`src/rtl/culsans_pkg.sv`:
```
// -----------------------------------------------------------------------------
// culsans_pkg
//
// Shared definitions for the Culsans simulation-exit monitor:
//   - exitAddr         : the address whose write ends a simulation run
//   - AXI channel and bundle structs (req_slv_t / resp_slv_t) used as the
//     default monitored request/response types
//   - exit_mon_state_t : state encoding of the exit monitor FSM
//
// The exit monitor's optional watchdog is controlled by the
// CULSANS_EXIT_TIMEOUT_EN macro (see culsans_exit_monitor.sv).
// -----------------------------------------------------------------------------
package culsans_pkg;

  // ---------------------------------------------------------------------------
  // Bus geometry
  // ---------------------------------------------------------------------------
  localparam int unsigned AxiIdWidth   = 4;
  localparam int unsigned AxiAddrWidth = 64;
  localparam int unsigned AxiDataWidth = 64;
  localparam int unsigned AxiStrbWidth = AxiDataWidth / 8;

  // Writing here terminates the simulation; wdata carries the exit status.
  localparam logic [63:0] exitAddr = 64'h0000_0000_0000_1000;

  // AXI response codes
  localparam logic [1:0] RespOkay   = 2'b00;
  localparam logic [1:0] RespExOkay = 2'b01;
  localparam logic [1:0] RespSlvErr = 2'b10;
  localparam logic [1:0] RespDecErr = 2'b11;

  // ---------------------------------------------------------------------------
  // Channel payloads
  // ---------------------------------------------------------------------------
  typedef struct packed {
    logic [AxiIdWidth-1:0]   id;
    logic [AxiAddrWidth-1:0] addr;
    logic [7:0]              len;
    logic [2:0]              size;
    logic [1:0]              burst;
  } aw_chan_t;

  typedef struct packed {
    logic [AxiDataWidth-1:0] data;
    logic [AxiStrbWidth-1:0] strb;
    logic                    last;
  } w_chan_t;

  typedef struct packed {
    logic [AxiIdWidth-1:0] id;
    logic [1:0]            resp;
  } b_chan_t;

  typedef struct packed {
    logic [AxiIdWidth-1:0]   id;
    logic [AxiAddrWidth-1:0] addr;
    logic [7:0]              len;
    logic [2:0]              size;
    logic [1:0]              burst;
  } ar_chan_t;

  typedef struct packed {
    logic [AxiIdWidth-1:0]   id;
    logic [AxiDataWidth-1:0] data;
    logic [1:0]              resp;
    logic                    last;
  } r_chan_t;

  // ---------------------------------------------------------------------------
  // Bundles (master -> slave request, slave -> master response)
  // ---------------------------------------------------------------------------
  typedef struct packed {
    aw_chan_t aw;
    logic     aw_valid;
    w_chan_t  w;
    logic     w_valid;
    logic     b_ready;
    ar_chan_t ar;
    logic     ar_valid;
    logic     r_ready;
  } req_slv_t;

  typedef struct packed {
    logic     aw_ready;
    logic     ar_ready;
    logic     w_ready;
    logic     b_valid;
    b_chan_t  b;
    logic     r_valid;
    r_chan_t  r;
  } resp_slv_t;

  // ---------------------------------------------------------------------------
  // Exit monitor FSM states
  // ---------------------------------------------------------------------------
  typedef enum logic [1:0] {
    IDLE   = 2'd0,
    WAIT_W = 2'd1,
    WAIT_B = 2'd2,
    DONE   = 2'd3
  } exit_mon_state_t;

endpackage

```
`src/rtl/culsans_exit_monitor.sv`:
```
// -----------------------------------------------------------------------------
// culsans_exit_monitor
//
// Passive AXI write-path monitor that detects the simulation-exit write. It
// tracks the first AW to ExitAddr, finds that burst's first W beat (skipping
// W bursts that belong to earlier AWs), waits for the matching B and then
// reports the exit status. Read channels are ignored.
//
// Optional feature: define CULSANS_EXIT_TIMEOUT_EN to enable a 32-bit
// watchdog that raises timeout_o after TimeoutCycles cycles without DONE.
// Without the macro, timeout_o is tied low and no counter exists.
//
// Ports
//   clk_i          in   clock (single domain)
//   rst_i          in   synchronous active-high reset
//   req_i          in   monitored AXI request bundle (never driven)
//   resp_i         in   monitored AXI response bundle
//   done_o         out  sticky: exit write completed (B received)
//   exit_code_o    out  {1'b0, captured wdata[31:1]}, valid with done_o
//   pass_o         out  done_o && exit_code_o == 0
//   resp_err_o     out  sticky: exit B response was not OKAY
//   protocol_err_o out  sticky: pending-burst over/underflow or exit len != 0
//   timeout_o      out  sticky: watchdog expired
// -----------------------------------------------------------------------------
module culsans_exit_monitor
  import culsans_pkg::*;
#(
  parameter logic [63:0] ExitAddr      = culsans_pkg::exitAddr,
  parameter int unsigned MaxPending    = 8,
  parameter logic [31:0] TimeoutCycles = 32'd10_000_000,
  parameter type         req_t         = culsans_pkg::req_slv_t,
  parameter type         resp_t        = culsans_pkg::resp_slv_t
) (
  input  logic        clk_i,
  input  logic        rst_i,
  input  req_t        req_i,
  input  resp_t       resp_i,
  output logic        done_o,
  output logic [31:0] exit_code_o,
  output logic        pass_o,
  output logic        resp_err_o,
  output logic        protocol_err_o,
  output logic        timeout_o
);

  localparam int unsigned PendW = $clog2(MaxPending + 1);

  // ---------------------------------------------------------------------------
  // Handshake decode
  // ---------------------------------------------------------------------------
  logic w_aw_hs;
  logic w_w_hs;
  logic w_wlast_hs;
  logic w_b_hs;
  logic w_exit_aw;

  assign w_aw_hs    = req_i.aw_valid & resp_i.aw_ready;
  assign w_w_hs     = req_i.w_valid & resp_i.w_ready;
  assign w_wlast_hs = w_w_hs & req_i.w.last;
  assign w_b_hs     = resp_i.b_valid & req_i.b_ready;
  assign w_exit_aw  = w_aw_hs & (req_i.aw.addr == ExitAddr);

  // ---------------------------------------------------------------------------
  // State
  // ---------------------------------------------------------------------------
  exit_mon_state_t             r_state;
  exit_mon_state_t             w_state_next;
  logic [PendW-1:0]            r_pend;
  logic [PendW-1:0]            w_pend_next;
  logic                        w_pend_err;
  logic [PendW-1:0]            r_skip;
  logic [PendW-1:0]            w_skip_next;
  logic [AxiIdWidth-1:0]       r_id;
  logic [31:0]                 r_data;
  logic                        r_done;
  logic [31:0]                 r_exit_code;
  logic                        r_resp_err;
  logic                        r_protocol_err;

  // FSM-derived control strobes
  logic w_id_capture;
  logic w_data_capture;
  logic w_len_err;
  logic w_done_set;

  // ---------------------------------------------------------------------------
  // Pending-burst counter: AWs accepted whose W-last has not been seen yet.
  // A simultaneous AW and W-last cancel out, so no bound check applies.
  // ---------------------------------------------------------------------------
  always_comb begin
    // NOTE: every signal assigned in this block gets a default first; a path
    // that leaves one unassigned would infer a latch.
    w_pend_next = r_pend;
    w_pend_err  = 1'b0;
    if (w_aw_hs && !w_wlast_hs) begin
      if (r_pend == PendW'(MaxPending)) begin
        w_pend_err = 1'b1;               // saturate
      end else begin
        w_pend_next = r_pend + PendW'(1);
      end
    end else if (w_wlast_hs && !w_aw_hs) begin
      if (r_pend == '0) begin
        w_pend_err = 1'b1;               // hold at zero
      end else begin
        w_pend_next = r_pend - PendW'(1);
      end
    end
  end

  // ---------------------------------------------------------------------------
  // FSM next-state / strobes
  // ---------------------------------------------------------------------------
  always_comb begin
    w_state_next   = r_state;
    w_skip_next    = r_skip;
    w_id_capture   = 1'b0;
    w_data_capture = 1'b0;
    w_len_err      = 1'b0;
    w_done_set     = 1'b0;

    case (r_state)
      IDLE: begin
        if (w_exit_aw) begin
          w_state_next = WAIT_W;
          w_id_capture = 1'b1;
          w_len_err    = (req_i.aw.len != '0);
          // Bursts already pending own the next W-lasts. A W-last landing in
          // this same cycle closes one of them. Clamped at zero for the case
          // where nothing was pending.
          if (w_wlast_hs) begin
            w_skip_next = (r_pend == '0) ? '0 : r_pend - PendW'(1);
          end else begin
            w_skip_next = r_pend;
          end
        end
      end

      WAIT_W: begin
        if (w_w_hs) begin
          if (r_skip != '0) begin
            // Beat of an older burst; only its last beat retires it.
            if (req_i.w.last) begin
              w_skip_next = r_skip - PendW'(1);
            end
          end else begin
            w_data_capture = 1'b1;
            w_state_next   = WAIT_B;
          end
        end
      end

      WAIT_B: begin
        if (w_b_hs && (resp_i.b.id == r_id)) begin
          w_done_set   = 1'b1;
          w_state_next = DONE;
        end
      end

      DONE: begin
        w_state_next = DONE;
      end

      default: begin
        w_state_next = IDLE;
      end
    endcase
  end

  // ---------------------------------------------------------------------------
  // State register
  // ---------------------------------------------------------------------------
  always_ff @(posedge clk_i) begin
    // NOTE: sequential state uses non-blocking assignments so every register
    // samples pre-edge values, independent of statement order.
    if (rst_i) begin
      r_state <= IDLE;
    end else begin
      r_state <= w_state_next;
    end
  end

  // ---------------------------------------------------------------------------
  // Datapath / sticky outputs
  // ---------------------------------------------------------------------------
  always_ff @(posedge clk_i) begin
    if (rst_i) begin
      r_pend         <= '0;
      r_skip         <= '0;
      r_id           <= '0;
      r_data         <= '0;
      r_done         <= 1'b0;
      r_exit_code    <= '0;
      r_resp_err     <= 1'b0;
      r_protocol_err <= 1'b0;
    end else begin
      r_pend <= w_pend_next;
      r_skip <= w_skip_next;

      if (w_id_capture) begin
        r_id <= req_i.aw.id;
      end

      if (w_data_capture) begin
        r_data <= req_i.w.data[31:0];
      end

      if (w_pend_err || w_len_err) begin
        r_protocol_err <= 1'b1;
      end

      // Exit code is published together with done so it reads 0 until then.
      if (w_done_set) begin
        r_done      <= 1'b1;
        r_exit_code <= {1'b0, r_data[31:1]};
        if (resp_i.b.resp != RespOkay) begin
          r_resp_err <= 1'b1;
        end
      end
    end
  end

  assign done_o         = r_done;
  assign exit_code_o    = r_exit_code;
  assign pass_o         = r_done & (r_exit_code == '0);
  assign resp_err_o     = r_resp_err;
  assign protocol_err_o = r_protocol_err;

  // ---------------------------------------------------------------------------
  // Watchdog (optional)
  // ---------------------------------------------------------------------------
  // The monitor is passive: most bundle fields (read channels, strobes, ...)
  // are intentionally ignored and folded here.
  logic w_unused;

`ifdef CULSANS_EXIT_TIMEOUT_EN
  logic [31:0] r_wd_cnt;
  logic        r_timeout;

  always_ff @(posedge clk_i) begin
    if (rst_i) begin
      r_wd_cnt  <= '0;
      r_timeout <= 1'b0;
    end else if ((r_state != DONE) && !r_timeout) begin
      r_wd_cnt <= r_wd_cnt + 32'd1;
      if ((r_wd_cnt + 32'd1) == TimeoutCycles) begin
        r_timeout <= 1'b1;
      end
    end
  end

  assign timeout_o = r_timeout;
  assign w_unused  = ^{req_i, resp_i};
`else
  assign timeout_o = 1'b0;
  assign w_unused  = ^{req_i, resp_i, TimeoutCycles};
`endif

endmodule

```
`config.mk`:
```
export PLATFORM = sky130hd
export DESIGN_NAME = culsans_exit_monitor
export DESIGN_NICKNAME = d
export VERILOG_FILES = /design/src/rtl/culsans_pkg.sv /design/src/rtl/culsans_exit_monitor.sv
export SDC_FILE = /design/constraint.sdc
export NUM_CORES = 1
export LEC_CHECK = 0
export BUFFER_PORTS_ARGS = -buffer_cell sky130_fd_sc_hd__buf_2
export CORE_AREA = 2 2 141 143
export CTS_CLUSTER_DIAMETER = 60
export DETAILED_ROUTE_END_ITERATION = 16
export DIE_AREA = 0 0 143 145
export GPL_TIMING_DRIVEN = 0
export HOLD_SLACK_MARGIN = 0.05
export PLACE_DENSITY = 0.44
export SLEW_MARGIN = 15
export SYNTH_ARGS = -nofsm -noshare
export SYNTH_HDL_FRONTEND = slang
export SYNTH_SLANG_ARGS = --single-unit
```
`constraint.sdc`:
```
create_clock -name clk_i -period 2.5 [get_ports clk_i]
set_input_delay 0.375 -clock clk_i [delete_from_list [all_inputs] [get_ports clk_i]]
set_output_delay 0.375 -clock clk_i [all_outputs]
set_load 0.02 [all_outputs]
```
== Word-level counts from Yosys, hierarchy flattened ==
Index checks and enable logic that the tools add are counted.

* $add $sub $neg: 3
* Equal/unequal tests: 14
* Multiplexer cells: 29
* Bitwise logic cells: 6
* Reductions and logical operators: 18

{| class="wikitable"
|+ Operators with widths
! operator !! count
|-
| $eq 64x13->1 const B || 1
|-
| $mux 4 || 10
|-
| $logic_not 32->1 || 1
|-
| $ne 2x2->1 const B || 8
|-
| $mux 1 || 13
|-
| $mux 2 || 4
|-
| $pmux 2 s4 || 1
|-
| $pmux 4 s2 || 1
|-
| $reduce_bool 8->1 || 1
|-
| $sub 4x1->4 const B || 2
|-
| $and 1x1->1 || 6
|-
| $reduce_bool 2->1 || 3
|-
| $reduce_and 5->1 || 1
|-
| $add 4x1->4 const B || 1
|-
| $eq 2x2->1 const B || 2
|-
| $eq 4x4->1 || 1
|-
| $eq 4x4->1 const B || 1
|-
| $logic_not 4->1 || 1
|-
| $reduce_and 4->1 || 1
|-
| $reduce_bool 4->1 || 1
|-
| $logic_and 1x1->1 || 3
|-
| $reduce_and 3->1 || 1
|-
| $eq 2x1->1 const B || 1
|-
| $logic_not 1->1 || 2
|-
| other kinds (3) || 3
|}

* Register bits: 80
* Output and inout port bits: 37
* Word-level logic and storage cells: 79

== Longest topological paths before layout ==
Gate-level depths: netlist (run 1).

* Word-level depth: 6
* Depth in mapped cells: 9
* Gate-level depth less buffers: 9

== Least setup slack after synthesis (run 1) ==
Ideal clock, no wire load.

* Kind: input port to flip-flop
* Start point: input req_i[192] (netlist name)
* End point: register r_protocol_err, in the netlist protocol_err_o
* Library setup time: 0.067 ns
* Arrival time: 2.093 ns
* Required time: 2.433 ns
* Path slack: 0.340 ns
* Stages: 7
* Cells stage by stage: nor4_2 nand4_1 or4_4 or4_4 buf_6 a21o_1 a21oi_2

* Longest elaborated chain between the ends: 5

{| class="wikitable"
|+ RTL lines
! what !! line !! text
|-
| from (decl) || culsans_exit_monitor.sv:36 || <nowiki>input req_t req_i,</nowiki>
|-
| $eq 64x13->1 || culsans_exit_monitor.sv:61 || <nowiki>assign w_exit_aw = w_aw_hs & (req_i.aw.addr == ExitAddr);</nowiki>
|-
| $and 1x1->1 || culsans_exit_monitor.sv:61 ||
|-
| $mux 1 || culsans_exit_monitor.sv:123 || <nowiki>if (w_exit_aw) begin</nowiki>
|-
| $mux 1 || culsans_exit_monitor.sv:121 || <nowiki>case (r_state)</nowiki>
|-
| $logic_or 1x1->1 || culsans_exit_monitor.sv:207 || <nowiki>if (w_pend_err || w_len_err) begin</nowiki>
|-
| to (signal assigned) || culsans_exit_monitor.sv:194 || <nowiki>r_protocol_err <= 1'b0;</nowiki>
|-
| to (signal assigned) || culsans_exit_monitor.sv:208 || <nowiki>r_protocol_err <= 1'b1;</nowiki>
|-
| to (decl) || culsans_exit_monitor.sv:78 || <nowiki>logic r_protocol_err;</nowiki>
|}

No other way between the ends.
A chain may end at the register's enable or synchronous reset.

== Worst setup path after layout (run 1) ==
* Start point: register r_id[2]
* End point: register r_resp_err, in the netlist resp_err_o

* Longest elaborated chain between the ends: 5

{| class="wikitable"
|+ RTL lines
! what !! line !! text
|-
| from (decl) || culsans_exit_monitor.sv:73 || <nowiki>logic [AxiIdWidth-1:0] r_id;</nowiki>
|-
| from (signal assigned) || culsans_exit_monitor.sv:200 || <nowiki>r_id <= req_i.aw.id;</nowiki>
|-
| $eq 4x4->1 || culsans_exit_monitor.sv:153 || <nowiki>if (w_b_hs && (resp_i.b.id == r_id)) begin</nowiki>
|-
| $logic_and 1x1->1 || culsans_exit_monitor.sv:153 ||
|-
| $mux 1 || culsans_exit_monitor.sv:153 ||
|-
| $mux 1 || culsans_exit_monitor.sv:121 ||
|-
| $reduce_and 2->1 (no line) || -- ||
|-
| to (signal assigned) || culsans_exit_monitor.sv:193 || <nowiki>r_resp_err <= 1'b0;</nowiki>
|-
| to (signal assigned) || culsans_exit_monitor.sv:216 || <nowiki>r_resp_err <= 1'b1;</nowiki>
|-
| to (decl) || culsans_exit_monitor.sv:77 || <nowiki>logic r_resp_err;</nowiki>
|}

No other way between the ends.

==> qor.yml, run 1 <==
status: "finished clean"
dp_hpwl_um: 8790
end_kind: "flip-flop"
wl_met3_um: 744
period_share: 0.870
root_buffer: "clkbuf_16"
drv_slew: 0
ys_types: 39
cts_made_buffers: 9
fp-row-count: 51
p_total_uw: 2980
die_y_um: 145
hold_viol: 0
yosys_warnings: 0
switchingPower_uw: 684
cts.clk_slew.worst_paths_ns: 0.07
slew_headroom: 0.573
cts_hold_buf: 0
syn_area_per_cell_um2: 8.48
p_per_area_nw_per_um2: 610
wl_met1_um: 5430
die_w_um: 143
track_usage: 0.110
port_buffers: 155
ios: 361
tightest_slew_ns: 0.641
start_kind: "flip-flop"
cts.sink_count: 79
dp_cells: 828
grt_max_degree: 14
fin_hold_ws_ns: 0.261
wl_met2_um: 4990
drtIter0Drc: 142
p_int_uw: 2300
highest_layer: "met5"
endpoint: "resp_err_o"
syn_inst: 407
final_cell_mix: "buf_2, dfxtp_1, nand2_1, nor2_1, a21oi_1"
ant_nets: 0
synthToLayoutAreaGrowth_pct: 41.8
final_cells: 843
p_seq_frac: 0.429
setup_viol: 0
fin_setup_tns_ns: 0
min_period_ns: 2.17
combPwrFrac: 0.092
dieArea_um2: 20700
peakVddDrop_v: 0.000298
worstSetupPathType: "flip-flop to flip-flop"
wirelength_um: 11200
path_cells: "xor2_1 -> or4_1 -> nor2_4 -> buf_2 -> o21ai_0 -> a21oi_1"
gp_congestion: 0.740
max_freq_mhz: 460
worstPathArrival_ns: 2.44
rrSetupSlack_ns: 0.33
hold_class: "input pin to flip-flop"
ys_seq_area_frac: 0.458
startpoint: "r_id[2]"
grt_pass1_wl_um: 17600
r2r-end: "resp_err_o"
slowest_stage: "or4_1"
clock_path_buffers: 2
cpPeakStageDelay_ns: 0.59
synth.cell_area_um2: 3450
leakagePower_uw: 0.00201
gr-total-overflow: 0
rsz0062_at_grt: "no"
cp_max_fo: 10
routedWlPerCell_um: 13.3
ff2ff_path_depth: 6
clkPwrFrac: 0.479
via_per_inst: 3.99
initial_utilization: 0.180
remaining_drc_errors: 0
final_common_cell: "buf_2"
clock_latency_ns: 0.34
finClkSkew_ns: 0.0102
first_global_vias: 3357
antenna_found_initial: 1
core_um2: 19200
drtPass1Iterations: 4
critPathRequiredTime_ns: 2.76
vias: 3364
final_nets: 904
r2r-start: "r_id[2]"
ctsHtreeMaxLevel: 3
diodes: 0
switching_share: 0.229
cts_tree: "done"
ys_seq_elements: 79
drv_cap: 0
drive_gt1_frac: 0.329
## what timing repair did
action / 4_1_cts / 5_1_grt
resized for setup: 1 / 7
buffers inserted: 0 / 0
pin swaps: 0 / 0
setup endpoints to repair: 3 / 16
## cell families (layout without fill, tap and decap cells)
family                     after synthesis  after routing  share of synthesized area
adders and majority gates                6              6                     0.0218
AOI/OAI and AO/OA                       60             60                     0.0954
buffers and inverters                   35            205                     0.0439
muxes                                   37             37                      0.108
DFF                                     79             79                      0.458
xor gates and xnor gates                 6              6                     0.0152
and+or+nand+nor                        183            183                      0.257
other                                    1              2                    0.00109
## critical path, delay by kind of cell, from the launching register on
kind                   cells  cell delay [ns]
buffers and inverters      1             0.35
flip-flops                 1             0.32
AND/OR/NAND/NOR            2             0.85
XOR/XNOR                   1             0.15
AO/OA/AOI/OAI              2             0.42
## Yosys cell counts, drive strengths merged
| cell type | count | area [µm²] |
|---|---|---|
| and2 | 1 | 6.26 |
| o21ai | 7 | 35.0 |
| dfxtp | 79 | 1580 |
| or4 | 4 | 37.5 |
| buf | 8 | 50.0 |
| nor4b | 2 | 17.5 |
| ha | 6 | 75.1 |
| and3 | 3 | 18.8 |
| xor2 | 3 | 26.3 |
| nand2 | 68 | 255 |
| o21a | 1 | 7.51 |
| a211oi | 3 | 22.5 |
| nand3b | 1 | 7.51 |
| nor3b | 2 | 15.0 |
| or3 | 1 | 7.51 |
| nand2b | 3 | 18.8 |
| nand3 | 4 | 20.0 |
| clkbuf | 17 | 63.8 |
| nor2b | 3 | 18.8 |
| a21oi | 44 | 224 |
| mux2 | 1 | 11.3 |
| mux2i | 36 | 360 |
| nor2 | 50 | 188 |
| a311oi | 1 | 8.76 |
| nor3 | 5 | 25.0 |
| conb | 1 | 3.75 |
| nand4 | 10 | 62.6 |
| inv | 10 | 37.5 |
| a21o | 1 | 7.51 |
| xnor2 | 3 | 26.3 |
| o311ai | 1 | 8.76 |
| o31ai | 2 | 15.0 |
| nor4 | 26 | 188 |
## final cells by class
| class | count | area (µm²) |
|---|---|---|
| Clock inverter | 5 | 82.6 |
| Fill cell | 2100 | 14300 |
| Buffer | 25 | 118 |
| Tap cell | 265 | 332 |
| Sequential cell | 79 | 1580 |
| Inverter | 10 | 37.5 |
| Clock buffer | 10 | 239 |
| Multi-Input combinational cell | 294 | 1730 |
| Timing Repair Buffer | 155 | 776 |
## power by group through the flow
stage          clock network, µW  logic [µW]  registers [µW]
3_3_place_gp                   0         280            1310
6_report                    1430         276            1280
2_1_floorplan                  0         139            1310
4_1_cts                     1480         280            1280
5_1_grt                     1530         312            1280
3_5_place_dp                   0         278            1310
## metal layers
layer	track usage	vias to the layer above
met5	0	-
met4	0.0252	2
met3	0.0409	9
met2	0.171	87
met1	0.145	1519
li1	-	1747
## registers in the layout, indices dropped and copies added, names as in the netlist
register        cells
exit_code_o        31
r_state             2
r_pend              4
protocol_err_o      1
done_o              1
r_data             31
resp_err_o          1
r_skip              4
r_id                4
## worst min-delay path by stage
stage	cells after the start	end	slack, ns	start
floorplan	2	r_data[10]	0.44	r_data[10]
global placement	2	resp_err_o	0.44	resp_err_o
detailed placement	2	resp_err_o	0.44	resp_err_o
CTS	3	r_id[3]	0.24	req_i[239]
global route	3	r_id[0]	0.26	req_i[236]
finish	3	r_id[3]	0.26	req_i[239]
## stage by stage
| step | utilization | worst slack, ns | area [µm²] |
|---|---|---|---|
| 3_3_place_gp | 0.238 | -0.181 | 4560 |
| 3_5_place_dp | 0.238 | -0.192 | 4560 |
| 5_1_grt | 0.255 | 0.108 | 4890 |
| 6_report | 0.255 | 0.325 | 4890 |
| 2_1_floorplan | - | 0.340 | 3450 |
| 4_1_cts | 0.254 | 0.104 | 4890 |
Power figures use the tool's default switching activity.
==> inputs of run 2 (changes only) <==
- CAP_MARGIN: default -> 20
- CORE_AREA: 2 2 141 143 -> 2 2 139 141
- CTS_BUF_LIST: default -> sky130_fd_sc_hd__clkbuf_8
- DIE_AREA: 0 0 143 145 -> 0 0 141 143
- PLACE_DENSITY: 0.44 -> 0.45
- REMOVE_ABC_BUFFERS: default -> 1
==> qor.yml, run 2 (synthesized netlist as in run 1, its figures left out) <==
root_buffer: "clkbuf_8"
wirelength_um: 10400  # -7.7%
cts.sink_count: 79  # unchanged
drv_slew: 0  # unchanged
max_freq_mhz: 449  # -2.2%
gr-total-overflow: 0  # unchanged
hold_start: "req_i[100]"
gp_congestion: 0.735  # -0.73%
ctsHtreeMaxLevel: 3  # unchanged
tightest_slew_ns: 0.748  # +0.107 ns
start_kind: "flip-flop"
final_util: 0.255  # about the same
routedWlPerCell_um: 13.0  # -2.8%
first_global_vias: 3287  # -2.1%
r2r-start: "r_state[0]"
ant_nets: 0  # unchanged
die_w_um: 141  # -1.4%
setup_viol: 0  # unchanged
ios: 361  # unchanged
drtPass1Iterations: 4  # unchanged
clock_path_buffers: 2  # unchanged
hold_viol: 0  # unchanged
worst_slack_ns: 0.275  # -0.0501 ns
cts_hold_buf: 0  # unchanged
startpoint: "r_state[0]"
critPathRequiredTime_ns: 2.79  # +0.03 ns
rsz0062_at_grt: "no"
cts_tree: "done"
path_delay_family: "simple AND/OR/NAND/NOR gates"
finClkSkew_ns: 0.0187  # +0.00842 ns
final_cell_mix: "buf_2, dfxtp_1, nand2_1, nor2_1, a21oi_1"
hold_class: "input pin to flip-flop"
cpPeakStageDelay_ns: 0.72  # +0.13 ns
die_y_um: 143  # -1.4%
grt_pass1_wl_um: 16200  # -7.8%
drive_gt1_frac: 0.345  # +0.0158
dp_hpwl_um: 7720  # -12%
end_kind: "flip-flop"
grt_max_degree: 52  # +38
synthToLayoutAreaGrowth_pct: 37.3
worstSetupPathType: "flip-flop to flip-flop"
fin_hold_ws_ns: 0.238  # -0.0227 ns
drtIter0Drc: 96  # -32%
peakVddDrop_v: 0.000182  # -39%
initial_utilization: 0.186  # +0.00606
via_per_inst: 4.31  # +8.1%
cts-resized-gates: 0  # -1
remaining_drc_errors: 0  # unchanged
slowest_stage: "and2_2"
dieArea_um2: 20200  # -2.8%
worstPathArrival_ns: 2.51  # +0.07 ns
cp_max_fo: 32  # +22
period_share: 0.890  # +0.0200
slew_headroom: 0.500  # -0.0732
status: "finished clean"
final_common_cell: "buf_2"
cts_made_buffers: 9  # unchanged
track_usage: 0.103  # -0.00723
p_per_area_nw_per_um2: 519  # -15%
cts.clk_slew.worst_paths_ns: 0.10  # +0.03 ns
clock_latency_ns: 0.37  # +0.03 ns
critPathBufInv: 1  # unchanged
antenna_found_initial: 0  # -1
final_nets: 891  # -1.4%
core_um2: 18600  # -3.3%
design_area_um2: 4740  # -3.2%
leakagePower_uw: 0.00195  # -2.8%
port_buffers: 156  # +0.65%
placed_area_um2: 4470  # -2.1%
fin_setup_tns_ns: 0  # unchanged
path_cells: "inv_1 -> nor2_1 -> and2_2 -> nand2_1 -> a21oi_1"
drv_cap: 0  # unchanged
vias: 3451  # +2.6%
diodes: 0  # unchanged
fp-row-count: 50  # -2.0%
min_period_ns: 2.22  # +0.0501 ns
dpl_worst_slack_ns: -0.0348  # +0.157 ns
[run 2: cell types whose count changed in the layout (fill, tap and decap cells not counted), moves of 2 or more]
cell	before	now
buf_2	159	155
clkbuf_16	9	0
clkbuf_1	14	0
bufinv_16	2	0
buf_12	0	3
clkbuf_2	3	0
clkbuf_8	1	10
buf_4	2	9
[run 2: path summary, 6_finish.rpt]
path	cells past startpoint	slack [ns]	endpoint
worst max-delay path	5	0.28	r_data[4]
worst min-delay path	3	0.24	r_data[6]
worst max register to register	5	0.28	r_data[4]
worst min register to register	2	0.45	resp_err_o
[run 2: repair_timing]
item	4_1_cts	5_1_grt
setup buffers	0	9
endpoints found under the hold margin	0	0
setup endpoints to repair	0	19
[run 2: metal layers]
| layer | global-route usage | vias to the layer above | part of all wire |
|---|---|---|---|
| li1 | - | 1718 | - |
| met1 | 0.124 | 1580 | 0.45 |
| met2 | 0.175 | 146 | 0.47 |
| met3 | 0.0319 | 7 | 0.064 |
| met4 | 0.0347 | 0 | 0.012 |
| met5 | 0 | - | 0 |
[run 2: report_power, final]
part | internal (µW) | switching (µW) | total, µW | leakage (µW)
clock network | 399 | 517 | 916 | 0.0000870
registers | 1270 | 19.4 | 1290 | 0.000636
logic | 132 | 124 | 256 | 0.00123
total | 1800 | 660 | 2460 | 0.00195
[run 2: area by class of cell]
type | count | area (µm²)
clock buffers | 10 | 138
inverters | 10 | 37.5
flip-flops and latches | 79 | 1580
fillers | 2030 | 13800
well taps | 234 | 293
clock inverters | 6 | 51.3
multi-input cells | 294 | 1730
repair buffers | 167 | 903
[run 2: worst reg2reg max path, cell delays in order (launching register included)]
cell and delay (ns):
dfxtp_1 0.55, inv_1 0.15, nor2_1 0.42, and2_2 0.72
nand2_1 0.16, a21oi_1 0.15
[run 2: stage by stage]
step / std cells / total power, µW
after floorplan: 383 / 1420
after global placement: 773 / 1560
after detailed placement: 775 / 1570
after CTS: 791 / 2510
after global routing: 800 / 2600
final: 800 / 2460
